$ cat config.mk
export PLATFORM = sky130hd
export DESIGN_NAME = iiitb_vm_change_dispenser
export DESIGN_NICKNAME = d
export VERILOG_FILES = /design/src/rtl/iiitb_vm_change_dispenser.sv
export SDC_FILE = /design/constraint.sdc
export NUM_CORES = 1
export LEC_CHECK = 0
export ABC_AREA = 1
export CORE_MARGIN = 5
export CORE_UTILIZATION = 60
export DETAILED_ROUTE_END_ITERATION = 10
export PLACE_DENSITY = 0.88
export RECOVER_POWER = 25
export SETUP_SLACK_MARGIN = 0.4
export SYNTH_ARGS = -nofsm -noshare
export SYNTH_HDL_FRONTEND = slang
export SYNTH_SLANG_ARGS = --single-unit
$ cat constraint.sdc
create_clock -name clock -period 5.95 [get_ports clock]
set_input_delay 1.785 -clock clock [delete_from_list [all_inputs] [get_ports clock]]
set_output_delay 1.785 -clock clock [all_outputs]
set_load 0.01 [all_outputs]
$ cat src/rtl/iiitb_vm_change_dispenser.sv
// Coin-return back end: queues change requests, picks coins from the 5/10 hoppers,
// confirms each coin on the exit sensor with a timeout, and tracks inventory.
//
//   state  | meaning
//   IDLE   | waiting for a queued request
//   SELECT | choose next coin from remaining amount and stock
//   EJ5    | eject5 pulse
//   EJ10   | eject10 pulse
//   WAIT   | waiting for coin_seen, timer running
//   FAULT  | out of stock or coin not seen; wait for fault_clr
module iiitb_vm_change_dispenser #(
  parameter int INV_W   = 8,
  parameter int TIMEOUT = 15,
  parameter int QDEPTH  = 4
) (
  input  logic             clock,
  input  logic             reset,
  input  logic [1:0]       change_req,
  input  logic             coin_seen,
  input  logic             refill5,
  input  logic             refill10,
  input  logic             fault_clr,
  output logic             eject5,
  output logic             eject10,
  output logic             busy,
  output logic             fault,
  output logic             drop,
  output logic [INV_W-1:0] inv5,
  output logic [INV_W-1:0] inv10
);

  localparam int PW = (QDEPTH > 1) ? $clog2(QDEPTH) : 1;
  localparam int CW = $clog2(QDEPTH + 1);
  localparam int TW = $clog2(TIMEOUT + 1);

  typedef enum logic [2:0] {
    S_IDLE, S_SELECT, S_EJ5, S_EJ10, S_WAIT, S_FAULT
  } state_t;

  state_t           state_q, state_d;
  logic [1:0]       fifo_q [QDEPTH];
  logic [1:0]       fifo_d [QDEPTH];
  logic [PW-1:0]    rd_ptr_q, rd_ptr_d, wr_ptr_q, wr_ptr_d;
  logic [CW-1:0]    count_q, count_d;
  logic [1:0]       rem_q, rem_d;
  logic             coin10_q, coin10_d;
  logic [TW-1:0]    timer_q, timer_d;
  logic [INV_W-1:0] inv5_q, inv5_d, inv10_q, inv10_d;
  logic             eject5_q, eject5_d, eject10_q, eject10_d;
  logic             busy_q, busy_d, fault_q, fault_d, drop_q, drop_d;

  logic push, full, accept, pop, dec5, dec10;

  function automatic logic [PW-1:0] ptr_inc(input logic [PW-1:0] p);
    return (p == PW'(QDEPTH - 1)) ? '0 : p + PW'(1);
  endfunction

  function automatic logic [INV_W-1:0] inv_next(input logic [INV_W-1:0] v,
                                                input logic inc, input logic dec);
    logic [INV_W-1:0] r;
    r = v;
    if (inc && !dec && v != '1)  r = v + INV_W'(1);
    else if (dec && !inc)        r = v - INV_W'(1);
    return r;
  endfunction

  always_comb begin
    state_d  = state_q;
    rem_d    = rem_q;
    coin10_d = coin10_q;
    timer_d  = timer_q;
    pop      = 1'b0;
    dec5     = 1'b0;
    dec10    = 1'b0;

    case (state_q)
      S_IDLE: begin
        if (count_q != '0) begin
          rem_d   = fifo_q[rd_ptr_q];
          state_d = S_SELECT;
        end
      end
      S_SELECT: begin
        if (rem_q == 2'd2) begin
          if (inv10_q != '0)              state_d = S_EJ10;
          else if (inv5_q >= INV_W'(2))   state_d = S_EJ5;
          else                            state_d = S_FAULT;
        end else begin
          if (inv5_q != '0)               state_d = S_EJ5;
          else                            state_d = S_FAULT;
        end
      end
      S_EJ5: begin
        coin10_d = 1'b0;
        timer_d  = '0;
        state_d  = S_WAIT;
      end
      S_EJ10: begin
        coin10_d = 1'b1;
        timer_d  = '0;
        state_d  = S_WAIT;
      end
      S_WAIT: begin
        if (coin_seen) begin
          dec10 = coin10_q;
          dec5  = !coin10_q;
          rem_d = rem_q - (coin10_q ? 2'd2 : 2'd1);
          if (rem_d == 2'd0) begin
            pop     = 1'b1;
            state_d = S_IDLE;
          end else begin
            state_d = S_SELECT;
          end
        end else begin
          timer_d = timer_q + TW'(1);
          if (timer_d == TW'(TIMEOUT)) state_d = S_FAULT;
        end
      end
      S_FAULT: begin
        if (fault_clr) begin
          pop     = 1'b1;
          state_d = S_IDLE;
        end
      end
      default: state_d = S_IDLE;
    endcase

    // the 2-bit code equals the amount in 5-unit multiples
    push     = (change_req == 2'b01) || (change_req == 2'b10);
    full     = (count_q == CW'(QDEPTH));
    accept   = push && (!full || pop);
    drop_d   = push && full && !pop;

    fifo_d   = fifo_q;
    wr_ptr_d = wr_ptr_q;
    rd_ptr_d = rd_ptr_q;
    if (accept) begin
      fifo_d[wr_ptr_q] = change_req;
      wr_ptr_d         = ptr_inc(wr_ptr_q);
    end
    if (pop) rd_ptr_d = ptr_inc(rd_ptr_q);

    count_d = count_q;
    if (accept && !pop)      count_d = count_q + CW'(1);
    else if (pop && !accept) count_d = count_q - CW'(1);

    inv5_d  = inv_next(inv5_q, refill5, dec5);
    inv10_d = inv_next(inv10_q, refill10, dec10);

    eject5_d  = (state_d == S_EJ5);
    eject10_d = (state_d == S_EJ10);
    fault_d   = (state_d == S_FAULT);
    busy_d    = (state_d != S_IDLE) || (count_d != '0);
  end

  always_ff @(posedge clock) begin
    if (!reset) begin
      state_q   <= S_IDLE;
      for (int i = 0; i < QDEPTH; i++) fifo_q[i] <= '0;
      rd_ptr_q  <= '0;
      wr_ptr_q  <= '0;
      count_q   <= '0;
      rem_q     <= '0;
      coin10_q  <= 1'b0;
      timer_q   <= '0;
      inv5_q    <= '0;
      inv10_q   <= '0;
      eject5_q  <= 1'b0;
      eject10_q <= 1'b0;
      busy_q    <= 1'b0;
      fault_q   <= 1'b0;
      drop_q    <= 1'b0;
    end else begin
      state_q   <= state_d;
      fifo_q    <= fifo_d;
      rd_ptr_q  <= rd_ptr_d;
      wr_ptr_q  <= wr_ptr_d;
      count_q   <= count_d;
      rem_q     <= rem_d;
      coin10_q  <= coin10_d;
      timer_q   <= timer_d;
      inv5_q    <= inv5_d;
      inv10_q   <= inv10_d;
      eject5_q  <= eject5_d;
      eject10_q <= eject10_d;
      busy_q    <= busy_d;
      fault_q   <= fault_d;
      drop_q    <= drop_d;
    end
  end

  assign eject5  = eject5_q;
  assign eject10 = eject10_q;
  assign busy    = busy_q;
  assign fault   = fault_q;
  assign drop    = drop_q;
  assign inv5    = inv5_q;
  assign inv10   = inv10_q;

endmodule

==> results.md, run 1 <==
* Root buf cell: clkbuf_8
* Iter 0 DRT Violations at 229
* Mapped Avg Cell Area at 7.01 sq um
* IO Pins at 29
* Async set-reset flop share out of synthesis at 0%
* Setup TNS at 0 ns
* Detail Placement HPWL at 4.29 mm
* Sink Count at 46
* IO buf count at 28
* Status: finished clean
* NetSw at 0.350 mW
* Vias in the first global route at 2,508
* Most frequent cell after synthesis: nand2_1
* Syn_nets at 428
* Endpoints failing setup at 0
* Bufs and invs on worst path at 3
* Nets at 457
* H-tree depth at 2
* Clk pwr share at 28.2%
* First-pass GRT wire length at 10.6 mm
* RSZ-0062 raised after global routing: false
* Synth unique cells at 33
* Fin cells at 477
* Largest stage delay on the critical path at 1.04 ns
* Crit path max fanout at 35
* Ys Warns at 0
* Ys flop type: dfxtp_1
* Slew of the pin with the lowest slew margin at 1.45 ns
* Worst Path Arrival at 4.52 ns
* Share of the synthesized area in the top cell type at 33.2%
* Die area at 6080 sq um
* Crit-path slowest cell: clkbuf_1
* Reg power frac at 38.5%
* Sw Share at 34.3%
* Layout cells sized above 1 at 4.94%
* Antenna violations before repair at 0
* Internal power at 0.670 mW
* CP endpoint kind: register
* Drt wl/cell at 12.3 microns
* Overflow after GRT at 0
* Worst EP required at 6.20 ns
* Power per cell area at 316 nW/um^2
* Hold/Removal Path Class: reg2reg
* Layout Skew at 0.00447 ns
* Longest Clk Path Bufs at 2
* Pin count of the biggest net entering global routing at 36
* Cells along the critical path: dlygate4sd3_1 > clkbuf_1 > clkinv_1 > a21oi_1 > and2_1
* Core Region at 4410 sq um
* Yosys reg bits at 46
* Initial Utilization at 62.8%
* Area delta synth->final at 16.5%
* Peak supply drop at 0.195 mV
* Number of flops mapped to enable cells by yosys at 0
* Antenna Violating Nets Remaining at 0
* Total GRT Usage at 20.7%
* Vias per Instance at 5.41
* Startpoint types: input pin
* Synthesized instance count at 395
* Synth area leaders: dfxtp_1 33%, ha_1 10%, nand2_1 10%
* Via Count at 2,582
* CTS tree: built
* Sequential area share after synthesis at 33.2%
* Final Hold Vio Count at 0
* Slew margin rel. at 3.30%
* Routed WL at 5.89 mm
* Hold Buf Count CTS at 0
* Top cell type by total area after synthesis: dfxtp_1
* Post-CTS setup buffers at 0
* Antenna cells at 0
* CP Class: in2reg
* Skew-Pair Late Insertion Delay at 0.30 ns
* Die Span X at 77.9 microns
* Critical path's top delay family: buffers and inverters
* Min Tclk post-route at 4.27 ns
* Fmax achieved at 0.234 GHz
* Post-Place Cells at 469
* Final slew viol count at 0
* CTS buffer count at 5
* Synth top cells by count: 76 x nand2_1, 50 x inv_1, 50 x nor2_1, 46 x dfxtp_1, 39 x a21oi_1
* Gpl congestion at 0.863
* Synth Cell Area at 2770 sq um
* Num rows at 24
* Tcrit/Tclk final at 71.7%
* Drt drc at 0
* Clock transition at the register clock pins on the worst setup and hold paths after CTS at 0.09 ns
* PostCTS Resize Cnt at 0
* Pleak at 1.52 nW
* MaxCap Viol Count at 0
* Die Ht at 77.9 microns
* Overall power at 1.02 mW
* Logic pwr share at 33.3%
* DR pass1 iterations at 5
## registers in the layout, summed over array words and instances, names as in the netlist
name	count
eject5	1
inv5	8
busy	1
wr_ptr_q	2
rem_q	2
state_q	3
fault	1
fifo_q	8
inv10	8
rd_ptr_q	2
eject10	1
coin10_q	1
count_q	3
drop	1
timer_q	4
## per-stage QoR
stage	util, %	hold WS [ns]	cell area [sq um]	setup WS, ns
after global placement	70.0	0.465	3090	1.60
after detailed placement	70.0	0.472	3090	1.50
after global routing	73.1	0.530	3230	1.45
final	73.1	0.484	3230	1.68
after CTS	73.2	0.485	3230	1.81
after floorplan	-	0.452	2770	2.34
## layout by cell type (no fill, tap or decap), types with 2 or more instances in the layout
cell type	count
nand2_1	76
inv_1	50
nor2_1	50
dfxtp_1	46
a21oi_1	39
o21ai_0	26
ha_1	23
nand3_1	22
clkdlybuf4s50_1	22
nand4_1	8
xor2_1	8
xnor2_1	6
clkbuf_8	6
dlygate4sd3_1	6
nand2_2	4
o21ai_1	4
a211oi_1	4
inv_2	3
or2_2	3
nor3_1	2
fa_1	2
bufinv_16	2
## worst min-delay path, stage by stage, from the launching register on
cell and delay (ns):
dfxtp_1 0.33, nand2_1 0.06, a21oi_1 0.05
## cells by family after synthesis
family / count (synthesis) / synth area share (%)
xor+xnor: 14 / 4.43
compound gates: 78 / 15.3
fa+ha+maj: 25 / 11.8
simple gates: 171 / 26.6
flops: 46 / 33.2
buf+inv: 61 / 8.58
## area by class of cell
type                       instances  area, sq um
multi-input combinational        288         1610
inverter                          54          203
clock buffer                       6         82.6
timing repair buffer              29          284
fill                             336         1190
tap                               52         65.1
sequential                        46          921
clock inverter                     2         60.1
## worst paths after layout
path / from / endpoint / slack (ns) / cells past startpoint
hold reg to reg: timer_q[3]$_SDFFE_PN0P_ / timer_q[3]$_SDFFE_PN0P_ / 0.48 / 2
setup reg to reg: state_q[2]$_SDFF_PN0_ / inv10[6]$_SDFFE_PN0P_ / 3.06 / 12
setup / recovery: reset / fault$_SDFF_PN0_ / 1.68 / 5
hold / removal: timer_q[3]$_SDFFE_PN0P_ / timer_q[3]$_SDFFE_PN0P_ / 0.48 / 2
## metal layers
layer / part of all wire (%) / global-route usage (%)
met5: 0 / 0
met1: 45 / 25.6
met2: 49 / 35.4
met3: 4.0 / 4.63
met4: 1.4 / 6.76
## power by group through the flow
stage / clock (mW) / combinational, mW / sequential (mW)
2_1_floorplan: 0 / 0.232 / 0.400
3_3_place_gp: 0 / 0.324 / 0.397
3_5_place_dp: 0 / 0.336 / 0.399
4_1_cts: 0.294 / 0.342 / 0.392
5_1_grt: 0.308 / 0.389 / 0.400
6_report: 0.287 / 0.339 / 0.393
Power figures use the tool's default switching activity.
==> run 2: changes to the inputs <==
--- a/config.mk
+++ b/config.mk
@@ -7,9 +7,9 @@
 export LEC_CHECK = 0
 export ABC_AREA = 1
 export CORE_MARGIN = 5
-export CORE_UTILIZATION = 60
+export CORE_UTILIZATION = 51
 export DETAILED_ROUTE_END_ITERATION = 10
-export PLACE_DENSITY = 0.88
+export PLACE_DENSITY = 0.8
 export RECOVER_POWER = 25
 export SETUP_SLACK_MARGIN = 0.4
 export SYNTH_ARGS = -nofsm -noshare
==> constraint.sdc (replaced) <==
create_clock -name clock -period 3.5 [get_ports clock]
set_input_delay 1.05 -clock clock [delete_from_list [all_inputs] [get_ports clock]]
set_output_delay 1.05 -clock clock [all_outputs]
set_load 0.01 [all_outputs]
==> run 2 against run 1 <==
  * Clock skew grew 0.0031 ns
  * Flip-flop and latch count stayed put
  * Combinational power rose by 71%
  * Design area increased by 0.50%
  * Sequential power rose by 70%
  * Sequential share of layout area shrank 0.14 points
  * Core utilization shrank 11 points
  * Die area is 15% higher
  * Total power is 56% higher
  * Global-route usage shrank 3.4 points
  * Critical path depth down 1
  * Largest power group unchanged
==> results.md, run 2 (same netlist as run 1, synthesis figures left out) <==
* Fmax achieved at 0.350 GHz
* Final Cell Area at 3240 sq um (was 3230 sq um)
* Area delta synth->final at 17.1% (was 16.5%)
* Critical path's top delay family: buffers and inverters (unchanged)
* Hold Crit Depth at 2 (unchanged)
* CTS tree: built (unchanged)
* Final Hold Vio Count at 0 (unchanged)
* Sink Count at 46 (unchanged)
* Power per cell area at 491 nW/um^2 (was 316 nW/um^2)
* Commonest cells after routing, fill and taps aside: 77 x nand2_1, 50 x inv_1, 50 x nor2_1, 46 x dfxtp_1, 39 x a21oi_1 (was 76 x nand2_1, 50 x inv_1, 50 x nor2_1, 46 x dfxtp_1, 39 x a21oi_1)
* WP depth at 4 (was 5)
* Final slew viol count at 0 (unchanged)
* CP Class: in2reg (unchanged)
* Drt wl/cell at 11.9 microns (was 12.3 microns)
* Startpoint types: input pin (unchanged)
* Initial Utilization at 53.2% (was 62.8%)
* Bufs and invs on worst path at 2 (was 3)
* Die area at 7010 sq um (was 6080 sq um)
* IO buf count at 28 (unchanged)
* Skew-Pair Late Insertion Delay at 0.30 ns (about the same)
* Vias in the first global route at 2,375 (was 2,508)
* Antenna Violating Nets Remaining at 0 (unchanged)
* Die Span X at 83.7 microns (was 77.9 microns)
* Slew margin rel. at 31.5% (was 3.30%)
* Overflow after GRT at 0 (unchanged)
* Tcrit/Tclk final at 81.5%
* Endpoints failing setup at 0 (unchanged)
* Placed cell area at 3140 sq um (was 3090 sq um)
* Total GRT Usage at 17.3% (was 20.7%)
* First-pass GRT wire length at 10.3 mm (was 10.6 mm)
* MaxCap Viol Count at 0 (unchanged)
* Pleak at 1.53 nW (was 1.52 nW)
* Leading cell type in the layout, fill and taps excluded: nand2_1 (unchanged)
* Antenna violations before repair at 0 (unchanged)
* Pin count of the biggest net entering global routing at 26 (was 36)
* Longest Clk Path Bufs at 2 (unchanged)
* Hold/Removal Path Class: reg2reg (unchanged)
* Cells along the critical path: dlygate4sd3_1 > clkbuf_1 > o21ai_0 > a21oi_1 (was dlygate4sd3_1 > clkbuf_1 > clkinv_1 > a21oi_1 > and2_1)
* Hold Buf Count CTS at 0 (unchanged)
* Layout cells sized above 1 at 5.59% (was 4.94%)
* Nets at 461 (was 457)
* RSZ-0062 raised after global routing: false (unchanged)
* Status: finished clean (unchanged)
* DR pass1 iterations at 4 (was 5)
* CTS buffer count at 5 (unchanged)
* Worst EP required at 3.74 ns (was 6.20 ns)
* Crit path max fanout at 25 (was 35)
* Min Tclk post-route at 2.85 ns
* H-tree depth at 2 (unchanged)
* Die Ht at 83.7 microns (was 77.9 microns)
* Via Count at 2,584 (was 2,582)
* Num rows at 26 (was 24)
* Worst-case reg-to-reg path depth at 12 (unchanged)
* Worst Path Arrival at 3.09 ns (was 4.52 ns)
* Peak supply drop at 0.249 mV (was 0.195 mV)
* Antenna cells at 0 (unchanged)
* Vias per Instance at 5.18 (was 5.41)
* Drt drc at 0 (unchanged)
* Iter 0 DRT Violations at 118 (was 229)
* Clock transition at the register clock pins on the worst setup and hold paths after CTS at 0.09 ns (about the same)
* Root buf cell: clkbuf_8 (unchanged)
* Gpl congestion at 0.860 (was 0.863)
* Slew of the pin with the lowest slew margin at 1.03 ns (was 1.45 ns)
* Crit-path slowest cell: dlygate4sd3_1 (was clkbuf_1)
* CP endpoint kind: register (unchanged)
* Final hold slack at 0.494 ns (was 0.484 ns)
* Largest stage delay on the critical path at 0.83 ns (was 1.04 ns)
* Setup TNS at 0 ns (unchanged)
* Layout Skew at 0.00757 ns (was 0.00447 ns)
* IO Pins at 29 (unchanged)
* Core Region at 5200 sq um (was 4410 sq um)
* Detail Placement HPWL at 4.47 mm (was 4.29 mm)
* Routed WL at 5.96 mm (was 5.89 mm)
-- run 2: routing by layer --
metal  up-vias  wire length, microns  global-route usage [%]
met5         -                     0                       0
met4         0                    79                    6.73
met1      1182                  2830                    22.0
met3         8                   252                    3.06
li1       1351                     -                       -
met2        43                  2800                    29.1
-- run 2: tightest hold or removal path: cells and delay by family, from the launching register on --
kind / cells / cell delay, ns
DFF: 1 / 0.32
and+or+nand+nor: 1 / 0.07
AOI/OAI and AO/OA: 1 / 0.06
-- run 2: path summary, 6_finish.rpt --
kind	from	to	slack, ns
setup / recovery	reset	wr_ptr_q[1]$_SDFFE_PN0P_	0.65
hold / removal	timer_q[3]$_SDFFE_PN0P_	timer_q[3]$_SDFFE_PN0P_	0.49
setup reg to reg	state_q[2]$_SDFF_PN0_	inv5[7]$_SDFFE_PN0P_	1.03
hold reg to reg	timer_q[3]$_SDFFE_PN0P_	timer_q[3]$_SDFFE_PN0P_	0.49
-- run 2: repair_timing --
action / in CTS / in global routing
gates resized for setup: 0 / 4
buffers inserted: 0 / 0
setup endpoints to repair: 0 / 6
hold endpoints to repair: 0 / 0
-- run 2: power breakdown --
group / leakage [nW] / total (mW) / internal [mW] / switching, mW
clock: 0.0482 / 0.343 / 0.160 / 0.183
sequential: 0.378 / 0.669 / 0.594 / 0.0742
combinational: 1.10 / 0.581 / 0.249 / 0.332
-- run 2: per-stage QoR --
stage               setup slack, ns  std cells  utilization (%)  power (mW)
floorplan                     0.627        395                -        1.07
global placement              0.213        491             60.3        1.24
detailed placement            0.148        491             60.3        1.26
CTS                           0.429        499             62.1        1.60
global route                  0.528        499             62.3        1.72
finish                        0.646        499             62.3        1.59
-- run 2: cell type report --
| type | instances | area, sq um |
|---|---|---|
| well taps | 70 | 87.6 |
| repair buffers | 33 | 317 |
| flip-flops and latches | 46 | 921 |
| clock inverters | 1 | 5.00 |
| fillers | 496 | 1960 |
| clock buffers | 7 | 86.3 |
| multi-input cells | 288 | 1620 |
| inverters | 54 | 203 |
